<file path="config.mk">
export PLATFORM = sky130hd
export DESIGN_NAME = score_bcd_scheduler
export DESIGN_NICKNAME = d
export VERILOG_FILES = /design/src/rtl/score_bcd_scheduler.sv
export SDC_FILE = /design/constraint.sdc
export NUM_CORES = 1
export LEC_CHECK = 0
export ABC_AREA = 1
export BUFFER_PORTS_ARGS = -buffer_cell sky130_fd_sc_hd__buf_2
export CAP_MARGIN = 20
export CORE_ASPECT_RATIO = 1.2
export CORE_MARGIN = 2
export CORE_UTILIZATION = 42
export CTS_BUF_LIST = sky130_fd_sc_hd__clkbuf_8
export CTS_CLUSTER_SIZE = 16
export DETAILED_ROUTE_END_ITERATION = 8
export GPL_TIMING_DRIVEN = 0
export PLACE_DENSITY = 0.74
export SYNTH_ARGS = -nofsm -noshare
export SYNTH_HDL_FRONTEND = slang
export SYNTH_SLANG_ARGS = --single-unit
</file>
<file path="constraint.sdc">
create_clock -name clk_i -period 2.9 [get_ports clk_i]
set_clock_uncertainty 0.1 [all_clocks]
set_input_delay 0.58 -clock clk_i [delete_from_list [all_inputs] [get_ports clk_i]]
set_output_delay 0.58 -clock clk_i [all_outputs]
set_load 0.01 [all_outputs]
</file>
<file path="src/rtl/score_bcd_scheduler.sv">
// score_bcd_scheduler
//
// Double-dabble (shift-add-3) binary-to-BCD converter with one engine
// shared round-robin between two requesters: port 0 is the current score and
// port 1 is the high score. Each port keeps its last result in its own
// register, so the display sees stable digits between conversions.
//
// Optional build macro: BCD_SATURATE_EN. When it is defined, an overflowing
// result is written as all nines. When it is not defined, the result is
// value mod 10^DIGITS. The overflow flag is set in both builds, and timing
// is the same in both builds.
//
// Parameters:
//   WIDTH   binary operand width in bits (>= 2)
//   DIGITS  BCD digits produced per result (>= 1)
//
// Ports:
//   clk_i             rising-edge clock
//   rst_ni            asynchronous active-low reset
//   req0_i / req1_i   level request; the requester holds it until its ack
//   value0_i/value1_i binary operand; sampled once, in the LOAD state
//   ack0_o / ack1_o   one-cycle pulse marking the cycle bcd/ovf update
//   bcd0_o / bcd1_o   packed BCD result; digit k sits at bits [4k+3:4k]
//   ovf0_o / ovf1_o   set when the value exceeded 10^DIGITS-1
//   busy_o            high while the engine is not idle
module score_bcd_scheduler #(
  parameter int unsigned WIDTH  = 8,
  parameter int unsigned DIGITS = 3
) (
  input  logic                  clk_i,
  input  logic                  rst_ni,
  input  logic                  req0_i,
  input  logic [WIDTH-1:0]      value0_i,
  output logic                  ack0_o,
  output logic [4*DIGITS-1:0]   bcd0_o,
  output logic                  ovf0_o,
  input  logic                  req1_i,
  input  logic [WIDTH-1:0]      value1_i,
  output logic                  ack1_o,
  output logic [4*DIGITS-1:0]   bcd1_o,
  output logic                  ovf1_o,
  output logic                  busy_o
);

  localparam int unsigned BcdW = 4 * DIGITS;
  localparam int unsigned CntW = (WIDTH > 1) ? $clog2(WIDTH) : 1;

  typedef enum logic [1:0] {StIdle, StLoad, StShift, StDone} state_e;

  state_e            state_q;
  logic              grant_q;     // 0: port 0, 1: port 1
  logic              grant_d;
  logic              rr_last_q;
  logic [CntW-1:0]   cnt_q;
  logic [WIDTH-1:0]  op_q;
  logic [BcdW-1:0]   acc_q;
  logic              ovf_acc_q;
  logic [BcdW-1:0]   bcd0_q, bcd1_q;
  logic              ovf0_q, ovf1_q;
  logic              ack0_q, ack1_q;

  // Datapath for one shift step, and the value written back at DONE.
  logic [BcdW-1:0]   acc_adj;
  logic [BcdW-1:0]   acc_shift;
  logic [WIDTH-1:0]  op_shift;
  logic              shift_out;
  logic [BcdW-1:0]   res_bcd;

  // Arbitration: a lone requester wins. On a tie the port that was not
  // served last wins.
  always_comb begin
    grant_d = 1'b0;
    if (req0_i && req1_i) begin
      grant_d = ~rr_last_q;
    end else if (req1_i) begin
      grant_d = 1'b1;
    end
  end

  // Add 3 to each digit that is >= 5 before the shift. Digits do not carry
  // into each other. A 1 that leaves the top digit means the value has
  // overflowed DIGITS digits.
  always_comb begin
    acc_adj = acc_q;
    for (int k = 0; k < int'(DIGITS); k++) begin
      if (acc_q[4*k +: 4] >= 4'd5) begin
        acc_adj[4*k +: 4] = acc_q[4*k +: 4] + 4'd3;
      end
    end
    {shift_out, acc_shift, op_shift} = {acc_adj, op_q, 1'b0};
  end

  always_comb begin
    res_bcd = acc_q;
`ifdef BCD_SATURATE_EN
    if (ovf_acc_q) begin
      for (int k = 0; k < int'(DIGITS); k++) begin
        res_bcd[4*k +: 4] = 4'd9;
      end
    end
`else
`endif
  end

  always_ff @(posedge clk_i or negedge rst_ni) begin
    if (!rst_ni) begin
      state_q   <= StIdle;
      grant_q   <= 1'b0;
      rr_last_q <= 1'b1;
      cnt_q     <= '0;
      op_q      <= '0;
      acc_q     <= '0;
      ovf_acc_q <= 1'b0;
      bcd0_q    <= '0;
      bcd1_q    <= '0;
      ovf0_q    <= 1'b0;
      ovf1_q    <= 1'b0;
      ack0_q    <= 1'b0;
      ack1_q    <= 1'b0;
    end else begin
      ack0_q <= 1'b0;
      ack1_q <= 1'b0;
      unique case (state_q)
        StIdle: begin
          if (req0_i || req1_i) begin
            grant_q <= grant_d;
            state_q <= StLoad;
          end
        end
        StLoad: begin
          op_q      <= grant_q ? value1_i : value0_i;
          acc_q     <= '0;
          ovf_acc_q <= 1'b0;
          cnt_q     <= CntW'(WIDTH - 1);
          state_q   <= StShift;
        end
        StShift: begin
          acc_q     <= acc_shift;
          op_q      <= op_shift;
          ovf_acc_q <= ovf_acc_q | shift_out;
          if (cnt_q == '0) begin
            state_q <= StDone;
          end else begin
            cnt_q <= cnt_q - 1'b1;
          end
        end
        StDone: begin
          if (grant_q) begin
            bcd1_q <= res_bcd;
            ovf1_q <= ovf_acc_q;
            ack1_q <= 1'b1;
          end else begin
            bcd0_q <= res_bcd;
            ovf0_q <= ovf_acc_q;
            ack0_q <= 1'b1;
          end
          rr_last_q <= grant_q;
          state_q   <= StIdle;
        end
        default: state_q <= StIdle;
      endcase
    end
  end

  assign ack0_o = ack0_q;
  assign bcd0_o = bcd0_q;
  assign ovf0_o = ovf0_q;
  assign ack1_o = ack1_q;
  assign bcd1_o = bcd1_q;
  assign ovf1_o = ovf1_q;
  assign busy_o = (state_q != StIdle);

endmodule

</file>
# Yosys cells after proc, flatten, opt, wreduce, memory -nomap -nowiden
# Cells that the tools add are included.
[op_classes]
add_sub_neg = 4
magnitude_cmp = 3
eq_ne = 6
n_mux = 18
bitwise_logic = 3
n_reduce_logical = 11
[ops]
columns = ["cell", "count"]
rows = [
  ["case mux 12 bit (2 select lines)", 1],
  ["case mux 8 bit (2 select lines)", 1],
  ["adder 4 x 2 -> 4 bit (second input constant)", 3],
  ["greater-or-equal comparator 4 x 3 -> 1 bit (second input constant)", 3],
  ["2-to-1 mux 4 bit", 3],
  ["AND reduction 2 bit", 5],
  ["2-to-1 mux 8 bit", 1],
  ["case mux 2 bit (4 select lines)", 1],
  ["2-to-1 mux 1 bit", 6],
  ["inequality test 2 bit (second input constant)", 3],
  ["case mux 3 bit (2 select lines)", 1],
  ["equality test 2 bit (second input constant)", 2],
  ["2-to-1 mux 2 bit", 2],
  ["nonzero test 2 bit", 2],
  ["zero test 3 bit", 1],
  ["2-to-1 mux 3 bit", 1],
  ["subtractor 3 x 1 -> 3 bit (second input constant)", 1],
  ["equality test 2 x 1 -> 1 bit (second input constant)", 1],
  ["zero test 2 bit", 1],
  ["inverter 1 bit", 2],
  ["case mux 1 bit (2 select lines)", 1],
  ["logical AND 1 bit", 1],
  ["logical OR 1 bit", 1],
  ["OR 1 bit", 1],
]
[totals]
reg_bits = 56
elab_cells = 58

# Longest topological paths before layout
[depth]
word_depth = 4
mapped_depth = 9
depth_no_buf = 9

# Worst setup path before layout
# No wires, ideal clock.
[synth_timing]
path_type = "register to register"
from = "reg state_q[0]"
to = "reg op_q[5]"
setup_time_ns = 0.087
t_arrival_ns = 1.279
slack_ns = 1.435
stages_incl_launch_ff = 8
n_path_buf = 2
cell_sequence = "dfrtp_1 > inv_1 > ha_1 > buf_4 > inv_2 > buf_2 > nand2_1 > o211ai_1"
[synth_via]
elab_chain_cells = 2
[synth_rtl]
columns = ["element", "line_no", "source"]
rows = [
  ["from (decl)", "50", "state_e state_q;"],
  ["from (signal assigned)", "107", "state_q <= StIdle;"],
  ["from (signal assigned)", "127", "state_q <= StLoad;"],
  ["from (signal assigned)", "135", "state_q <= StShift;"],
  ["equality test 2 bit / equality test 2 x 1 -> 1 bit (equally long branches)", "123", "unique case (state_q)"],
  ["case mux 8 bit (2 select lines) / nonzero test 2 bit (equally long branches)", "n/a", ""],
  ["to (signal assigned)", "131", "op_q <= grant_q ? value1_i : value0_i;"],
  ["to (signal assigned)", "139", "op_q <= op_shift;"],
  ["to (decl)", "55", "logic [WIDTH-1:0] op_q;"],
]
# Several ways; a longest one is shown, not always the timed one.
# A chain may end at the register's enable or synchronous reset.

# Final worst setup path
[layout_timing]
from = "reg state_q[0]"
to = "out busy_o"
[layout_via]
elab_chain_cells = 1
[layout_rtl]
columns = ["element", "line_no", "source"]
rows = [
  ["nonzero test 2 bit", "171", "assign busy_o = (state_q != StIdle);"],
  ["to (decl)", "42", "output logic busy_o"],
]
# Every way passes these cells.

==> results.yml <==
cells_and_area:
  area_growth_pct: 18.2
  final_cell_mix: "nand2_1, dfrtp_1, buf_2"
  final_common_cell: "nand2_1"
  fin_area_sq_um: 3220
  final_layout_size_suffix_gt1_share_pct: 28.8
  diodes: 0
  final_nets: 380
  multi_input_area_sq_um: 1110
  fillers: 584
  seqCellArea_sq_um: 1400
pwr:
  ir_worst_vdd_mv: 0.462
  intPower_mw: 1.71
  pwr-share-seq_pct: 37.8
  p_leak_nw: 1.67
  p_per_area_nw_per_um2: 865
  p_sw_share_pct: 38.5
  power_switching_mw: 1.07
  combPwrFrac_pct: 41.2
  clockPowerShare_pct: 21.1
synthesis:
  ys_ff_latch: 56
  syn_avg_cell_area_sq_um: 9.36
  yosysWarnings: 0
  synth_area_sq_um: 2720
  synthDistinctLibCells: 27
  syn_inst: 291
  synth_fp_nets: 324
  ys_seq_area_share_pct: 51.5
setup_path:
  startpoint_type: "flop"
  cp_slowest_cell: "dfrtp_1"
  critPathRequiredTime_ns: 2.22
  cp_num_buf_inv: 3
  critical_path.top_delay_family: "flip-flops"
  critical_path_class: "reg -> out"
  cp_max_fo: 4
  crit_path_frequent_cell: "inv_1"
  max_stage_delay_ns: 0.42
  end_kind: "primary output"
  arrival_ns: 1.26
  worstPathCellList: "inv_1, ha_1, inv_1, buf_2"
run:
  cap_violations: 0
die:
  coreArea_sq_um: 6370
  std_cell_rows: 32
  die_w_um: 77.5
  start_util_pct: 42.8
  ios: 49
  dieArea_sq_um: 7150
  dieHeight_um: 92.2
drt:
  vias: 2068
  drt_iter0_drc: 147
  routed_wl_um: 5290
  first_pass_iters: 4
  drc: 0
  vias_per_cell: 4.79
  post_drt_wl_per_cell_um: 12.3
  drtAntennaViolNets: 0
clock_tree:
  clock_latency_ns: 0.31
  clk_path_buf_depth: 2
  h-tree-depth: 2
  cts_root_buffer: "clkbuf_8"
  cts_setup_buffers: 0
  cts_tree: "yes"
  cts_resized: 0
  clkTransAtPathRegs_ns: 0.09
  cts_sinks: 56
  numCtsBuffers: 5
  postCtsHoldBufs: 0
grt:
  grt_pass1_vias: 2012
  antenna_found_initial: 0
  grt_usage_pct: 15.6
  grt_pass1_wl_um: 9050
  grt-ovfl-total: 0
  grt_max_degree: 30
sta:
  finalHoldViolCount: 0
  min_period_over_period_pct: 66.8
  worstMarginPinSlew_ns: 0.664
  final_max_slew_viol_count: 0
  rsz0062_at_grt: "no"
  fin_setup_tns_ns: 0
  fin_crit_ns: 1.94
  fmax_mhz: 516
  worst_slack_ns: 0.964
  maxSlewHeadroom_pct: 55.8
  setup_viol: 0
placed_design:
  portBuffers: 48
  place_congestion: 0.788
  pre_cts_ws_ns: 1.20
  dpl.hpwl_um: 3880
  post_dp_cell_area_sq_um: 3090
hold_path:
  hp-class: "in -> async"
run_status:
  status: "finished clean"
==> layer usage <==
| layer | global-route usage (%) | wire (um) | vias up | part of all wire (%) |
|---|---|---|---|---|
| met2 | 26.4 | 2460 | 54 | 47 |
| met4 | 4.46 | 61 | 0 | 1.2 |
| met1 | 20.4 | 2530 | 949 | 48 |
| met3 | 2.95 | 235 | 9 | 4.4 |
| met5 | 0 | 0 | - | 0 |
| li1 | - | - | 1056 | - |
==> cell usage after synthesis, drive strengths merged <==
master	count	area share, %
nand2	84	13
dfrtp	55	51
o21ai	50	13
inv	32	4.6
nor2	15	2.1
ha	13	6.0
a21oi	10	1.8
buf	8	3.1
nand3	8	1.7
o211ai	8	2.2
o22ai	3	0.69
a22oi	1	0.28
dfstp	1	0.97
nand3b	1	0.28
nor3	1	0.18
or2	1	0.23
==> metrics by stage <==
| stage | hold slack, ns | util, % | cells | power (mW) |
|---|---|---|---|---|
| 6_report | 0.194 | 50.6 | 432 | 2.78 |
| 5_1_grt | 0.235 | 50.6 | 432 | 3.00 |
| 4_1_cts | 0.214 | 50.6 | 432 | 2.83 |
| 3_5_place_dp | 0.364 | 48.5 | 425 | 2.24 |
| 3_3_place_gp | 0.360 | 48.2 | 424 | 2.19 |
| 2_1_floorplan | 0.184 | - | 291 | 1.91 |
==> logic make-up (layout without fill, tap and decap cells) <==
group / after synthesis / after routing / share of synthesized area [%]
AND/OR/NAND/NOR: 110 / 110 / 17.0
flip-flops: 56 / 56 / 51.5
AO/OA/AOI/OAI: 72 / 72 / 17.8
buffers and inverters: 40 / 96 / 7.67
adder cells (fa/ha/maj): 13 / 13 / 5.97
==> path summary, 6_finish.rpt <==
path,to,cells after the start,slack (ns),startpoint
max reg2reg,op_q[6],7,1.21,state_q[0]
max in group asynchronous,rr_last_q,2,1.86,rst_ni
max,busy_o,4,0.96,state_q[0]
min,bcd1_o[3],1,0.19,rst_ni
min reg2reg,bcd0_o[3],2,0.38,bcd0_o[3]
min in group clk_i,bcd0_o[3],2,0.38,bcd0_o[3]
==> power groups by stage <==
stage / Combinational, mW / Sequential, mW / Clock (mW)
5_1_grt: 1.30 / 1.07 / 0.635
3_3_place_gp: 1.13 / 1.06 / 0
2_1_floorplan: 0.839 / 1.07 / 0
6_report: 1.15 / 1.05 / 0.586
3_5_place_dp: 1.17 / 1.07 / 0
4_1_cts: 1.17 / 1.05 / 0.599
==> area by class of cell <==
| type | instances | area share (%) |
|---|---|---|
| Buffer | 8 | 2.60 |
| Timing Repair Buffer | 49 | 8.09 |
| Clock inverter | 2 | 1.87 |
| Multi-Input combinational cell | 195 | 34.5 |
| Inverter | 32 | 3.89 |
| Clock buffer | 5 | 2.14 |
| Tap cell | 85 | 3.30 |
| Sequential cell | 56 | 43.6 |
==> sequential cells by signal, summed over array words and instances, names as in the netlist, 2 cells and up <==
register / flops
bcd0_o: 12
op_q: 8
cnt_q: 3
state_q: 2
acc_q: 12
bcd1_o: 12
==> worst reg2reg max path, cell delays in order, from the launching register on <==
cell and delay, ns:
dfrtp_1 0.39, inv_1 0.10, ha_1 0.34, buf_4 0.19
inv_2 0.09, buf_2 0.23, nand2_1 0.08, o211ai_1 0.09
Note: power is estimated with default switching activity, not from simulation.
